File: config.mk
export PLATFORM = sky130hd
export DESIGN_NAME = stream_fifo_adaptive
export DESIGN_NICKNAME = d
export VERILOG_FILES = /design/src/rtl/stream_fifo_adaptive_pkg.sv /design/src/rtl/stream_spill_stage.sv /design/src/rtl/stream_fifo_adaptive.sv
export SDC_FILE = /design/constraint.sdc
export NUM_CORES = 1
export LEC_CHECK = 0
export CAP_MARGIN = 20
export CORE_UTILIZATION = 55
export CTS_BUF_LIST = sky130_fd_sc_hd__clkbuf_4
export CTS_CLUSTER_SIZE = 28
export DETAILED_ROUTE_END_ITERATION = 10
export GPL_TIMING_DRIVEN = 0
export PLACE_DENSITY = 0.83
export SETUP_SLACK_MARGIN = 0.1
export SYNTH_ARGS = -nofsm -noshare
export SYNTH_HDL_FRONTEND = slang
export SYNTH_SLANG_ARGS = --single-unit
File: constraint.sdc
create_clock -name clk_i -period 5.3 [get_ports clk_i]
set_clock_uncertainty 0.2 [all_clocks]
set_input_delay 1.06 -clock clk_i [delete_from_list [all_inputs] [get_ports clk_i]]
set_output_delay 1.06 -clock clk_i [all_outputs]
set_load 0.01 [all_outputs]
File: src/rtl/stream_fifo_adaptive_pkg.sv
// Shared definitions for the depth-selectable stream buffer.
// Holds the pointer-width helper and the default payload type.
package stream_fifo_adaptive_pkg;

   localparam int unsigned DefaultDataWidth = 32;

   typedef logic [DefaultDataWidth-1:0] payload_t;

   // Pointer/usage width for a buffer of the given depth; never narrower than one bit.
   function automatic int unsigned addr_depth(input int unsigned depth);
      if (depth > 1) begin
         return $clog2(depth);
      end
      return 1;
   endfunction

endpackage

File: src/rtl/stream_spill_stage.sv
// Two-slot spill register (A = input slot, B = overflow slot) with synchronous flush.
// Full throughput with ready_i held high; ready_o/valid_o come only from slot flags.
module stream_spill_stage
   import stream_fifo_adaptive_pkg::*;
#(
   parameter type T = payload_t
) (
   input  logic clk_i,
   input  logic rst_ni,
   input  logic flush_i,
   input  T     data_i,
   input  logic valid_i,
   output logic ready_o,
   output T     data_o,
   output logic valid_o,
   input  logic ready_i
);

   logic a_full_q, a_full_d;
   logic b_full_q, b_full_d;
   T     a_data_q, a_data_d;
   T     b_data_q, b_data_d;
   logic a_fill, a_drain, b_fill, b_drain;

   assign ready_o = !(a_full_q && b_full_q);
   assign valid_o = a_full_q || b_full_q;
   assign data_o  = b_full_q ? b_data_q : a_data_q;

   // Slot transfers: A empties whenever B is free, landing in B only if the consumer stalls.
   always_comb begin
      a_fill   = valid_i && ready_o && !flush_i;
      a_drain  = a_full_q && !b_full_q;
      b_fill   = a_drain && !ready_i;
      b_drain  = b_full_q && ready_i;
      a_full_d = a_full_q;
      b_full_d = b_full_q;
      a_data_d = a_fill ? data_i : a_data_q;
      b_data_d = b_fill ? a_data_q : b_data_q;
      if (a_fill) begin
         a_full_d = 1'b1;
      end else if (a_drain) begin
         a_full_d = 1'b0;
      end
      if (b_fill) begin
         b_full_d = 1'b1;
      end else if (b_drain) begin
         b_full_d = 1'b0;
      end
      if (flush_i) begin
         a_full_d = 1'b0;
         b_full_d = 1'b0;
      end
   end

   // Slot flags and payloads; payload contents are irrelevant while a slot is empty.
   always_ff @(posedge clk_i or negedge rst_ni) begin
      if (!rst_ni) begin
         a_full_q <= 1'b0;
         b_full_q <= 1'b0;
         a_data_q <= '0;
         b_data_q <= '0;
      end else begin
         a_full_q <= a_full_d;
         b_full_q <= b_full_d;
         a_data_q <= a_data_d;
         b_data_q <= b_data_d;
      end
   end

endmodule

File: src/rtl/stream_fifo_adaptive.sv
// Depth-selectable valid/ready stream buffer: spill register for Depth==2,
// circular-buffer FIFO for Depth>2. No fall-through; synchronous flush.
// Optional protocol checks are compiled in with STREAM_FIFO_ADAPTIVE_ASSERT_EN.
module stream_fifo_adaptive
   import stream_fifo_adaptive_pkg::*;
#(
   parameter int unsigned  Depth     = 8,
   parameter int unsigned  DataWidth = 32,
   localparam int unsigned AddrDepth = addr_depth(Depth)
) (
   input  logic                 clk_i,
   input  logic                 rst_ni,
   input  logic                 flush_i,
   input  logic                 testmode_i,
   output logic [AddrDepth-1:0] usage_o,
   input  logic [DataWidth-1:0] data_i,
   input  logic                 valid_i,
   output logic                 ready_o,
   output logic [DataWidth-1:0] data_o,
   output logic                 valid_o,
   input  logic                 ready_i
);

   // Clock-gating bypass has no functional role in this buffer.
   logic unused_testmode;
   assign unused_testmode = testmode_i;

   if (Depth < 2) begin : g_bad_depth
      $fatal(1, "FIFO of depth %0d does not make any sense", Depth);
   end else if (Depth == 2) begin : g_spill
      stream_spill_stage #(
         .T(logic [DataWidth-1:0])
      ) u_spill (
         .clk_i  (clk_i),
         .rst_ni (rst_ni),
         .flush_i(flush_i),
         .data_i (data_i),
         .valid_i(valid_i),
         .ready_o(ready_o),
         .data_o (data_o),
         .valid_o(valid_o),
         .ready_i(ready_i)
      );
      assign usage_o = '0;
   end else begin : g_fifo
      localparam logic [AddrDepth:0]   FullCount = (AddrDepth+1)'(Depth);
      localparam logic [AddrDepth-1:0] LastPtr   = AddrDepth'(Depth - 1);

      logic [AddrDepth-1:0] rd_ptr_q, rd_ptr_d;
      logic [AddrDepth-1:0] wr_ptr_q, wr_ptr_d;
      logic [AddrDepth:0]   count_q, count_d;
      logic [DataWidth-1:0] mem_q [Depth];
      logic                 push, pop;

      assign ready_o = (count_q != FullCount);
      assign valid_o = (count_q != '0);
      assign data_o  = mem_q[rd_ptr_q];
      assign usage_o = count_q[AddrDepth-1:0];

      // Pointer and fill-count update; pointers wrap at Depth-1 so odd depths work too.
      always_comb begin
         push     = valid_i && ready_o && !flush_i;
         pop      = valid_o && ready_i && !flush_i;
         rd_ptr_d = rd_ptr_q;
         wr_ptr_d = wr_ptr_q;
         count_d  = count_q;
         if (push) begin
            wr_ptr_d = (wr_ptr_q == LastPtr) ? '0 : wr_ptr_q + 1'b1;
         end
         if (pop) begin
            rd_ptr_d = (rd_ptr_q == LastPtr) ? '0 : rd_ptr_q + 1'b1;
         end
         if (push && !pop) begin
            count_d = count_q + 1'b1;
         end else if (pop && !push) begin
            count_d = count_q - 1'b1;
         end
         if (flush_i) begin
            rd_ptr_d = '0;
            wr_ptr_d = '0;
            count_d  = '0;
         end
      end

      // Control state; storage array is left out of reset since its contents are don't-care.
      always_ff @(posedge clk_i or negedge rst_ni) begin
         if (!rst_ni) begin
            rd_ptr_q <= '0;
            wr_ptr_q <= '0;
            count_q  <= '0;
         end else begin
            rd_ptr_q <= rd_ptr_d;
            wr_ptr_q <= wr_ptr_d;
            count_q  <= count_d;
         end
      end

      // Storage write at the current write pointer on an accepted push.
      always_ff @(posedge clk_i) begin
         if (push) begin
            mem_q[wr_ptr_q] <= data_i;
         end
      end
   end

`ifdef STREAM_FIFO_ADAPTIVE_ASSERT_EN
   CheckFullPush: assert property (@(posedge clk_i) disable iff (!rst_ni) !(valid_i && !ready_o))
      else $error("CheckFullPush: push attempted while buffer full");
   CheckEmptyPop: assert property (@(posedge clk_i) disable iff (!rst_ni) !(ready_i && !valid_o))
      else $error("CheckEmptyPop: pop attempted while buffer empty");
`else
   // Protocol checks are not compiled in this build.
`endif

endmodule

==> results.txt <==
pre-CTS setup slack -> 1.414 ns
Core ar. -> 0.01821 sq mm
Post-synth EDFFs -> 256
critical path type -> flop to primary output
Syn Std Cell Area -> 0.01038 sq mm
Longest Clk Path Bufs -> 3
root buf cell -> clkbuf_4
DR pass1 iterations -> 5
Final Max Tran Viols -> 0
Port Buf Inserts -> 72
Post-synth ARST share -> 0.03759
RSZ-0062 raised after global routing -> no
remaining global-route overflow -> 0
Setup WS post-layout -> 0.9186 ns
H-tree depth -> 3
clk_lat worst skew -> 0.64 ns
TritonCTS clock tree -> built
antenna violations before repair -> 1
via count -> 5191
PwrDens -> 422.0 mW/mm^2
Yosys warning count -> 0
share of the synthesized area in the top cell type -> 0.7408
Hold-fix buffers, CTS -> 0
first-pass GRT wire length -> 31.43 mm
DIE HEIGHT -> 139.4 um
crit path max fanout -> 10
ys flop type -> edfxtp_1
f_max -> 0.2282 GHz
Finish-stage setup viols -> 0
Post-CTS Setup Inserts -> 0
GRT Overall Usage -> 0.2226
Syn Nets -> 501
post-route ant nets -> 0
reg2reg start -> g_fifo.count_q[0]$_DFFE_PN0P_
Post-Syn Instances -> 456
average cell area after synthesis -> 22.76 sq um
Seq/Total Area, Yosys -> 0.7649
Die X-Extent -> 139.4 um
worst hold slack -> 0.4108 ns
Area contributors post-synth -> edfxtp_1 74%, mux4_2 14%, mux2_2 3.5%, dfrtp_1 2.4%, ha_1 0.72%
Clock Sinks -> 266
Yosys cell types -> 40
synthesis-to-layout area growth -> 20.50%
# rows -> 49
die area -> 0.01942 sq mm
leakage power total -> 4.088 nW
worst slew pin tran -> 1.047 ns
largest net degree at the start of global routing -> 27
vias in the first global route -> 5735
Hold Path Class -> flop to flop
Clock Pin Slew Worst Setup and Hold Paths -> 0.07 ns
Routed wire per std cell -> 22.98 um
starting density of the core -> 0.5699
count leader, synth -> edfxtp_1
MaxCap Viol Count -> 0
final WL -> 20.29 mm
Post-DP HPWL -> 12.57 mm
DRC viols -> 0
VDD IR max -> 263.5 uV
GP Congestion -> 0.7300
Iter 0 DRT Violations -> 379
setup total negative slack -> 0 ns
period utilization -> 0.8267
cell taking the most area after synthesis -> edfxtp_1
hold path startpoint -> g_fifo.wr_ptr_q[0]$_DFFE_PN0P_
share of cells above drive strength 1 -> 0.3675
Tmin final -> 4.381 ns
r2r setup slk -> 2.10 ns
# IOs -> 75
CTS Buf Count -> 66
routed vias/inst -> 5.879
status -> complete, no violations
required time worst endpoint -> 4.04 ns
commonest cells in the synthesized netlist -> 256 x edfxtp_1, 64 x mux4_2, 32 x mux2_2, 13 x nor2_1, 10 x dfrtp_1
Fin. Hold Viols -> 0
Seq cells post-synth -> 266
Crit. End Element -> primary output
critical path launch point -> g_fifo.rd_ptr_q[1]$_DFFE_PN0P_
worst rel slew slack -> 0.2980
startpoint class of the critical path -> flop
post-CTS resize count -> 0
Fill cells -> 1091
Layout Nets -> 654
Arrival @ worst endpoint -> 3.12 ns
-- path summary, 6_finish.rpt --
check / to / cells after the start
min reg2reg: g_fifo.wr_ptr_q[0]$_DFFE_PN0P_ / 2
max: data_o[20] / 5
max in group asynchronous: g_fifo.count_q[1]$_DFFE_PN0P_ / 1
min in group asynchronous: g_fifo.rd_ptr_q[0]$_DFFE_PN0P_ / 1
max reg2reg: g_fifo.mem_q[0][15]$_DFFE_PP_ / 7
min: g_fifo.wr_ptr_q[0]$_DFFE_PN0P_ / 2
-- sequential cells by signal, indices dropped and copies added (netlist names) --
register,count
g_fifo.count_q,4
g_fifo.mem_q,256
g_fifo.rd_ptr_q,3
g_fifo.wr_ptr_q,3
-- cell families after synthesis --
family,after synthesis,share of synthesized area
DFF,266,0.7649
xor gates and xnor gates,2,0.001688
muxes,100,0.1775
buffers and inverters,29,0.01603
adders and majority gates,7,0.009163
AOI/OAI and AO/OA,15,0.01182
and+or+nand+nor,37,0.01893
-- power by group --
group / leakage [nW] / internal (W) / switching (W) / total (W)
combinational: 1.13 / 0.000632 / 0.000501 / 0.00113
sequential: 2.45 / 0.00237 / 0.0000513 / 0.00243
clock: 0.508 / 0.000954 / 0.000763 / 0.00172
-- critical path, stage by stage (launching register included) --
cell             delay, ns
dfrtp_1               0.38
buf_2                 0.29
buf_1                 0.62
mux4_2                0.40
mux2_2                0.30
clkdlybuf4s50_1       0.48
-- area by class of cell --
class	instances	area [sq um]	share of cell area
clock inverter	19	153.9	0.01231
tap	229	286.5	0.02291
antenna	1	2.502	0.0002001
buffer	24	147.6	0.01181
timing repair buffer	85	930.9	0.07444
clock buffer	93	698.2	0.05583
inverter	5	18.77	0.001501
multi-input combinational	161	2328	0.1862
sequential	266	7938	0.6348
-- placed cells by master (no fill, tap or decap), types with 6 or more instances in the layout --
cell type,Yosys,routed
mux4_2,64,64
clkinv_1,0,11
ha_1,6,6
clkbuf_4,0,93
clkbuf_1,7,7
mux2_2,32,32
buf_6,5,11
clkdlybuf4s50_1,0,72
nor2_4,0,6
nor2_1,13,7
dfrtp_1,10,10
buf_2,7,7
edfxtp_1,256,256
nand2_1,6,6
-- through the flow --
step | util | area [sq um] | std cells | total power [W]
2_1_floorplan | - | 10380 | 456 | 0.003174
3_3_place_gp | 0.6252 | 11380 | 757 | 0.003558
3_5_place_dp | 0.6398 | 11650 | 770 | 0.003613
4_1_cts | 0.6866 | 12500 | 882 | 0.005331
5_1_grt | 0.6867 | 12500 | 883 | 0.005501
6_report | 0.6867 | 12500 | 883 | 0.005277
-- metal layers --
layer  share of wire  vias to the layer above  global-route usage
met4           0.019                        0             0.09181
met2            0.52                      259              0.3761
met5               0                        -                   0
li1                -                     2257                   -
met3           0.076                       33             0.05368
met1            0.38                     2642              0.2783
No activity file was read; power rests on OpenSTA's default activity.
